--- src/rtl/stopwatch_ctrl_if.sv ---
// Button, prescaler and display signals of the stopwatch sequencing controller.
// master drives buttons and the prescaler count; slave is the controller.
interface stopwatch_ctrl_if #(
    parameter int CNT_W = 19
);
    logic             btn_start_stop;
    logic             btn_clear;
    logic             btn_lap;
    logic [CNT_W-1:0] sec_count;
    logic [1:0]       en;
    logic             tick;
    logic [5:0]       sec_val;
    logic [6:0]       min_val;
    logic [5:0]       disp_sec;
    logic [6:0]       disp_min;
    logic             running;
    logic             lap_frozen;

    modport master (
        output btn_start_stop, btn_clear, btn_lap, sec_count,
        input  en, tick, sec_val, min_val, disp_sec, disp_min, running, lap_frozen
    );

    modport slave (
        input  btn_start_stop, btn_clear, btn_lap, sec_count,
        output en, tick, sec_val, min_val, disp_sec, disp_min, running, lap_frozen
    );
endinterface

--- src/rtl/stopwatch_ctrl.sv ---
// Stopwatch sequencer: conditions raw buttons, commands the prescaler, keeps the
// elapsed seconds/minutes and provides a lap-freeze display path.
module stopwatch_ctrl #(
    parameter int CNT_W    = 19,
    parameter int TICK_MAX = 499999,
    parameter int MIN_MAX  = 99
) (
    input logic             clk,
    input logic             hard_reset,
    stopwatch_ctrl_if.slave bus
);

    localparam int BTN_SS  = 0;
    localparam int BTN_CLR = 1;
    localparam int BTN_LAP = 2;

    typedef enum logic [1:0] {
        ST_IDLE  = 2'b00,
        ST_RUN   = 2'b01,
        ST_PAUSE = 2'b10
    } state_t;

    logic [2:0] btn_raw_s;
    logic [2:0] sync1_r;
    logic [2:0] sync2_r;
    logic [2:0] dly_r;
    logic [2:0] evt_r;

    state_t     state_r;
    logic       running_r;
    logic [1:0] en_base_r;
    logic       lap_frozen_r;
    logic [5:0] sec_r;
    logic [6:0] min_r;
    logic [5:0] lap_sec_r;
    logic [6:0] lap_min_r;

    logic       at_tc_s;
    logic       tick_s;
    logic [5:0] sec_nxt_s;
    logic [6:0] min_nxt_s;
    logic [1:0] en_s;
    logic [5:0] disp_sec_s;
    logic [6:0] disp_min_s;

    assign btn_raw_s = {bus.btn_lap, bus.btn_clear, bus.btn_start_stop};

    // Two-flop synchronizer, delay flop and registered rising-edge event per button
    always_ff @(posedge clk or posedge hard_reset) begin
        if (hard_reset) begin
            sync1_r <= 3'b000;
            sync2_r <= 3'b000;
            dly_r   <= 3'b000;
            evt_r   <= 3'b000;
        end else begin
            sync1_r <= btn_raw_s;
            sync2_r <= sync1_r;
            dly_r   <= sync2_r;
            evt_r   <= sync2_r & ~dly_r;
        end
    end

    assign at_tc_s = (bus.sec_count == CNT_W'(TICK_MAX));
    assign tick_s  = running_r & at_tc_s;

    // Time value after this cycle's tick, if any; minutes wrap after MIN_MAX:59
    always_comb begin
        sec_nxt_s = sec_r;
        min_nxt_s = min_r;
        if (tick_s) begin
            if (sec_r == 6'd59) begin
                sec_nxt_s = 6'd0;
                if (min_r == 7'(MIN_MAX)) begin
                    min_nxt_s = 7'd0;
                end else begin
                    min_nxt_s = min_r + 7'd1;
                end
            end else begin
                sec_nxt_s = sec_r + 6'd1;
                min_nxt_s = min_r;
            end
        end else begin
            sec_nxt_s = sec_r;
            min_nxt_s = min_r;
        end
    end

    // Sequencer with registered prescaler command, time base and lap capture
    always_ff @(posedge clk or posedge hard_reset) begin
        if (hard_reset) begin
            state_r      <= ST_IDLE;
            running_r    <= 1'b0;
            en_base_r    <= 2'b00;
            lap_frozen_r <= 1'b0;
            sec_r        <= 6'd0;
            min_r        <= 7'd0;
            lap_sec_r    <= 6'd0;
            lap_min_r    <= 7'd0;
        end else begin
            case (state_r)
                ST_IDLE: begin
                    if (evt_r[BTN_SS]) begin
                        state_r   <= ST_RUN;
                        running_r <= 1'b1;
                        en_base_r <= 2'b01;
                    end
                end
                ST_RUN: begin
                    sec_r <= sec_nxt_s;
                    min_r <= min_nxt_s;
                    // Capture the post-tick value so a lap on a tick edge shows the new second
                    if (evt_r[BTN_LAP]) begin
                        lap_frozen_r <= ~lap_frozen_r;
                        if (!lap_frozen_r) begin
                            lap_sec_r <= sec_nxt_s;
                            lap_min_r <= min_nxt_s;
                        end
                    end
                    if (evt_r[BTN_SS]) begin
                        state_r   <= ST_PAUSE;
                        running_r <= 1'b0;
                        en_base_r <= 2'b10;
                    end
                end
                ST_PAUSE: begin
                    if (evt_r[BTN_CLR]) begin
                        state_r      <= ST_IDLE;
                        running_r    <= 1'b0;
                        en_base_r    <= 2'b00;
                        sec_r        <= 6'd0;
                        min_r        <= 7'd0;
                        lap_frozen_r <= 1'b0;
                    end else if (evt_r[BTN_SS]) begin
                        state_r   <= ST_RUN;
                        running_r <= 1'b1;
                        en_base_r <= 2'b01;
                    end
                end
                default: begin
                    state_r   <= ST_IDLE;
                    running_r <= 1'b0;
                    en_base_r <= 2'b00;
                end
            endcase
        end
    end

    // Force a prescaler reset on the terminal count so it never depends on its own wrap
    always_comb begin
        if (tick_s) begin
            en_s = 2'b00;
        end else begin
            en_s = en_base_r;
        end
    end

    // Display path: frozen lap value or live time
    always_comb begin
        if (lap_frozen_r) begin
            disp_sec_s = lap_sec_r;
            disp_min_s = lap_min_r;
        end else begin
            disp_sec_s = sec_r;
            disp_min_s = min_r;
        end
    end

    assign bus.en         = en_s;
    assign bus.tick       = tick_s;
    assign bus.sec_val    = sec_r;
    assign bus.min_val    = min_r;
    assign bus.disp_sec   = disp_sec_s;
    assign bus.disp_min   = disp_min_s;
    assign bus.running    = running_r;
    assign bus.lap_frozen = lap_frozen_r;

endmodule

--- src/flat_wrapper.sv ---
// flat-port wrapper written by rule: the top's interface ports become plain ports
module stopwatch_ctrl_flat 
#(
    parameter int CNT_W    = 19,
    parameter int TICK_MAX = 499999,
    parameter int MIN_MAX  = 99
)
  (clk, hard_reset, bus_btn_start_stop, bus_btn_clear, bus_btn_lap, bus_sec_count, bus_en, bus_tick, bus_sec_val, bus_min_val, bus_disp_sec, bus_disp_min, bus_running, bus_lap_frozen);
  stopwatch_ctrl_if #(.CNT_W(CNT_W)) bus_i ();
  input logic clk;
  input logic hard_reset;
  input wire logic [$bits(bus_i.btn_start_stop)-1:0] bus_btn_start_stop;
  input wire logic [$bits(bus_i.btn_clear)-1:0] bus_btn_clear;
  input wire logic [$bits(bus_i.btn_lap)-1:0] bus_btn_lap;
  input wire logic [$bits(bus_i.sec_count)-1:0] bus_sec_count;
  output wire logic [$bits(bus_i.en)-1:0] bus_en;
  output wire logic [$bits(bus_i.tick)-1:0] bus_tick;
  output wire logic [$bits(bus_i.sec_val)-1:0] bus_sec_val;
  output wire logic [$bits(bus_i.min_val)-1:0] bus_min_val;
  output wire logic [$bits(bus_i.disp_sec)-1:0] bus_disp_sec;
  output wire logic [$bits(bus_i.disp_min)-1:0] bus_disp_min;
  output wire logic [$bits(bus_i.running)-1:0] bus_running;
  output wire logic [$bits(bus_i.lap_frozen)-1:0] bus_lap_frozen;
  assign bus_i.btn_start_stop = bus_btn_start_stop;
  assign bus_i.btn_clear = bus_btn_clear;
  assign bus_i.btn_lap = bus_btn_lap;
  assign bus_i.sec_count = bus_sec_count;
  assign bus_en = bus_i.en;
  assign bus_tick = bus_i.tick;
  assign bus_sec_val = bus_i.sec_val;
  assign bus_min_val = bus_i.min_val;
  assign bus_disp_sec = bus_i.disp_sec;
  assign bus_disp_min = bus_i.disp_min;
  assign bus_running = bus_i.running;
  assign bus_lap_frozen = bus_i.lap_frozen;
  stopwatch_ctrl #(.CNT_W(CNT_W), .TICK_MAX(TICK_MAX), .MIN_MAX(MIN_MAX)) u_core (.clk(clk), .hard_reset(hard_reset), .bus(bus_i));
endmodule
--- config.mk ---
export PLATFORM = sky130hd
export DESIGN_NAME = stopwatch_ctrl_flat
export DESIGN_NICKNAME = d
export VERILOG_FILES = /design/src/rtl/stopwatch_ctrl_if.sv /design/src/rtl/stopwatch_ctrl.sv /design/src/flat_wrapper.sv
export SDC_FILE = /design/constraint.sdc
export NUM_CORES = 1
export LEC_CHECK = 0
export CAP_MARGIN = 10
export CORE_MARGIN = 3
export CORE_UTILIZATION = 50
export CTS_CLUSTER_SIZE = 16
export DETAILED_ROUTE_END_ITERATION = 16
export PLACE_DENSITY = 0.92
export REMOVE_ABC_BUFFERS = 1
export SLEW_MARGIN = 20
export SYNTH_ARGS = -nofsm -noshare
export SYNTH_HDL_FRONTEND = slang
export SYNTH_SLANG_ARGS = --single-unit
--- constraint.sdc ---
create_clock -name clk -period 3.6 [get_ports clk]
set_clock_uncertainty 0.1 [all_clocks]
set_input_delay 0.9 -clock clk [delete_from_list [all_inputs] [get_ports clk]]
set_output_delay 0.9 -clock clk [all_outputs]
set_load 0.1 [all_outputs]
After elaboration in Yosys (flattened, before gate mapping). Index checks and enable logic that the tools add are counted. Widths: inputs -> output; s select.

Divide/modulo/power cells: 0. Order comparisons: 0. $add $sub $neg: 2. Bitwise logic cells: 4. Equality and inequality tests: 8. Shifts and indexed selects: 0. Muxes and demuxes: 26. $mul: 0. Reduce and logical (&&, ||, !) cells: 5.

Operators by type and width (count): $mux 7 (5); $mux 6 (4); $eq 19x19->1 const B (1); $pmux 7 s2 (1); $mux 2 (6); $pmux 2 s3 (2); $pmux 6 s2 (1); $add 7x1->7 const B (1); $eq 7x7->1 const B (1); $add 6x1->6 const B (1); $eq 6x6->1 const B (1); $ne 2x1->1 const B (3); $reduce_and 3->1 (2); $mux 1 (5); $and 3x3->3 (1); $not 3->3 (1); $pmux 1 s3 (1); $eq 2x1->1 const B (1); $eq 2x2->1 const B (1); $logic_not 2->1 (1); $pmux 1 s2 (1); $reduce_and 2->1 (1); $reduce_bool 2->1 (1); $and 1x1->1 (1); $not 1->1 (1).

Memories kept: 0. Latch bits: 0. Bits in registers: 44. Bits in writable memories: 0. Input port bits: 24. Bits in read-only memories: 0. Output and inout port bits: 31.

Logic depth before layout (Yosys ltp).
Depth after elaboration: 5. Gate-level depth with buffers: 8.

Worst setup path after synthesis. OpenSTA, ideal clock, no wires.

Kind: reg2out. Start: reg u_core.lap_frozen_r (netlist: u_core.bus.lap_frozen). End: out bus_disp_sec[4]. Path buffers: 2. Stages on the path, launching flop included: 4. Data required time: 2.600 ns. Path slack: -0.802 ns. Arrival: 3.402 ns. Cells stage by stage: dfrtp_1 -> clkbuf_1 -> clkbuf_1 -> o21ai_0.

Cells in the longest elaborated chain, start to end: 1.

RTL lines: start, declared (RTL line stopwatch_ctrl.sv:32) `logic lap_frozen_r;`; start signal, assigned (RTL line stopwatch_ctrl.sv:113) `lap_frozen_r <= ~lap_frozen_r;`; $mux 6 (RTL line stopwatch_ctrl.sv:159) `if (lap_frozen_r) begin`; end, declared (RTL line flat_wrapper.sv:20) `output wire logic [$bits(bus_i.disp_sec)-1:0] bus_disp_sec;`.

Every way passes these cells.

Worst setup path in the final report.
Start: in bus_sec_count[6]. End: out bus_en[1].

Cells in the longest elaborated chain, start to end: 3.

RTL lines: start, declared (RTL line flat_wrapper.sv:15) `input wire logic [$bits(bus_i.sec_count)-1:0] bus_sec_count;`; $eq 19x19->1 (RTL line stopwatch_ctrl.sv:63) `assign at_tc_s = (bus.sec_count == CNT_W'(TICK_MAX));`; $and 1x1->1 (RTL line stopwatch_ctrl.sv:64) `assign tick_s = running_r & at_tc_s;`; $mux 2 (RTL line stopwatch_ctrl.sv:150) `if (tick_s) begin`; end, declared (RTL line flat_wrapper.sv:16) `output wire logic [$bits(bus_i.en)-1:0] bus_en;`.

Every way passes these cells.

==> flow_summary.toml <==
[floorplanning]
std_cell_rows = 24
die_y_um = 75.0
die_x_um = 75.0
initial_core_util_pct = 53.2
ioPinCount = 55
dieArea_sq_um = 5620
core_sq_um = 4470

[critical_path]
worstPathRequired_ns = 2.60
arrival_ns = 2.53
worstSetupPathType = "in2out"
start_kind = "input pin"
r2r_setup_slack_ns = 1.07
critPathCaptureType = "primary output"
critPathMaxFanout = 4

[cts]
cts_tree = "yes"
numCtsBuffers = 5
clkLatencyLatePin_ns = 0.30
cts_hold_buf = 0
cts_htree_levels = 2
cts.sinks = 44
clockBufferDepth = 2
path_clk_slew_ns = 0.09
cts_root_buffer = "clkbuf_8"

[yosys]
syn_avg_cell_area_sq_um = 9.67
yosysTopAreaCellShare_pct = 46.3
netlist_area_sq_um = 2380
ys_types = 50
synth-edff-count = 0
synth_cells = 246
synth_ff_type = "dfrtp_1"
yosys.area.top_type = "dfrtp_1"
ys_ff_latch = 44
ys_warn_count = 0
yosysSeqAreaShare_pct = 46.3
async_reset_ff_share_pct = 100
ys_top_cells_by_area = "dfrtp_1 (46%), mux2_2 (5.7%), nand2_1 (3.8%)"

[layout]
utilization_pct = 67.9
diodes = 0
area_growth_pct = 27.8
drive_above_1_share_pct = 22.0
multi_input_area_sq_um = 1180
layout.nets = 329
fillers = 335
regArea_sq_um = 1100

[grt]
grtUsageMet1_pct = 29.0
grt_antenna_before_repair = 0
grt_start_max_net_pins = 45
grt_pass1_wl_um = 9430
grt_use_met3_pct = 4.41
grtUsageTotal_pct = 21.6
grt-ovfl-total = 0
busiest_layer = "met2"
grt_util_met2_pct = 34.9
grt_pass1_vias = 2062

[status]
outcome = "finished, final reports clean"

[route]
via_per_inst = 5.96
initialDrtViolationCount = 212
dr.pass1.iters = 4
wl_um = 5620
via_count = 2099
wl_per_cell_um = 16.0
drtAntennaViolNets = 0
drc = 0

[sta]
rsz0062_at_grt = "no"
hold_violations = 0
fin_crit_sh_pct = 98.0
min_period_ns = 3.53
drv_slew = 0
worst_pin_slew_ns = 0.911
relSlewSlack_pct = 39.1
setup_viol = 0
tns_ns = 0
setup_ws_ns = 0.0712
timing.fmax_ghz = 0.283

[power]
ir_drop_mv = 0.360
p_leak_nw = 1.36
powerDensity_nw_per_um2 = 633

[placed_design]
place_congestion = 0.937
port_buffers = 54
dpl.hpwl_um = 3980
place_ws_ns = 0.0266

[flow_run]
drv_cap = 0

[min_path]
hold_class = "reg2reg"
-- cells in the mapped netlist (3+ instances only) --
master     n
nand2_1   24
nor3_1     5
o31ai_1   11
a21o_1     3
nor2_1    16
o21ai_0   16
dfrtp_1   44
nor4_1     5
mux2_2    12
mux2i_1    3
nand3_1    9
and2_1     4
o31a_1     3
inv_1     11
a21oi_1    9
clkbuf_1  13
nor2b_1    4
o211ai_1   8
nand4_1    5
ha_1       6
-- registers in the layout, indices dropped and copies added (netlist names) --
| name | count |
|---|---|
| u_core.dly_r | 3 |
| u_core.bus.sec_val | 6 |
| u_core.bus.lap_frozen | 1 |
| u_core.evt_r | 3 |
| u_core.lap_min_r | 7 |
| u_core.en_base_r | 2 |
| u_core.sync1_r | 3 |
| u_core.lap_sec_r | 6 |
| u_core.bus.min_val | 7 |
| u_core.state_r | 2 |
| u_core.bus.running | 1 |
| u_core.sync2_r | 3 |
-- timing repair --
item,in CTS,in global routing
endpoints found under the setup margin,0,3
resized for setup,0,3
buffers inserted,0,0
-- through the flow --
stage,cell area [sq um],cells,total power [mW],hold WS [ns]
6_report,3040,352,1.92,0.254
5_1_grt,3040,352,2.03,0.278
3_3_place_gp,2930,344,1.59,0.232
4_1_cts,3030,352,1.94,0.258
2_1_floorplan,2310,231,1.38,0.231
3_5_place_dp,2930,344,1.61,0.237
-- critical path, stage by stage --
cell             delay (ns)
clkdlybuf4s50_1        0.40
or4b_4                 0.56
nor3_4                 0.21
nand2_2                0.09
and2_1                 0.20
buf_12                 0.17
-- final cells by class --
type	count	area share, %
multi-input cells	176	38.9
inverters	11	1.36
clock inverters	3	0.865
flip-flops and latches	44	36.2
repair buffers	61	18.2
well taps	52	2.14
clock buffers	5	2.26
-- worst paths after layout --
check	depth (start not counted)	startpoint	endpoint
worst min register to register	0	u_core.sync1_r[1]	u_core.sync2_r[1]
max in group asynchronous	3	hard_reset	u_core.lap_sec_r[5]
worst min-delay path	0	u_core.sync1_r[1]	u_core.sync2_r[1]
worst max-delay path	6	bus_sec_count[6]	bus_en[1]
worst max register to register	6	u_core.bus.min_val[0]	u_core.lap_min_r[4]
min in group asynchronous	3	hard_reset	u_core.sync1_r[2]
-- routing by layer --
layer	up-vias	routed length, um
met5	-	0
met4	0	93
met3	9	462
met2	93	2720
met1	991	2340
li1	1006	-
-- power by group --
group	internal (mW)	switching (mW)	total, mW
Sequential	0.594	0.0889	0.683
Combinational	0.268	0.646	0.915
Clock	0.143	0.183	0.326
-- placed cells by master, fill, tap and decap left out, drive strengths merged, types with 2 or more instances in the layout --
| cell | synthesis | final |
|---|---|---|
| and4 | 2 | 2 |
| and3 | 2 | 2 |
| inv | 11 | 13 |
| o211ai | 8 | 8 |
| nand4 | 5 | 5 |
| nand3 | 9 | 9 |
| buf | 2 | 38 |
| o31ai | 11 | 11 |
| a21o | 3 | 3 |
| or2 | 2 | 2 |
| nor2 | 16 | 16 |
| clkbuf | 13 | 5 |
| dfrtp | 44 | 44 |
| a21oi | 9 | 9 |
| nor3 | 6 | 6 |
| o31a | 3 | 3 |
| mux2 | 12 | 12 |
| clkdlybuf4s50 | 0 | 23 |
| and4b | 2 | 2 |
| mux2i | 3 | 3 |
| nor4 | 5 | 5 |
| nor2b | 4 | 4 |
| and2 | 4 | 4 |
| a22o | 2 | 2 |
| o21ai | 19 | 19 |
| ha | 6 | 6 |
| or4b | 3 | 3 |
| nand2 | 24 | 24 |
-- kinds of logic (layout without fill, tap and decap cells) --
family	count (synthesis)	count (layout)	synth area share, %
simple gates	91	91	21.0
mux	15	15	6.94
compound gates	63	63	17.8
buf+inv	26	80	4.47
xor+xnor	1	1	0.368
fa+ha+maj	6	6	3.16
flops	44	44	46.3
Power figures use the tool's default switching activity.
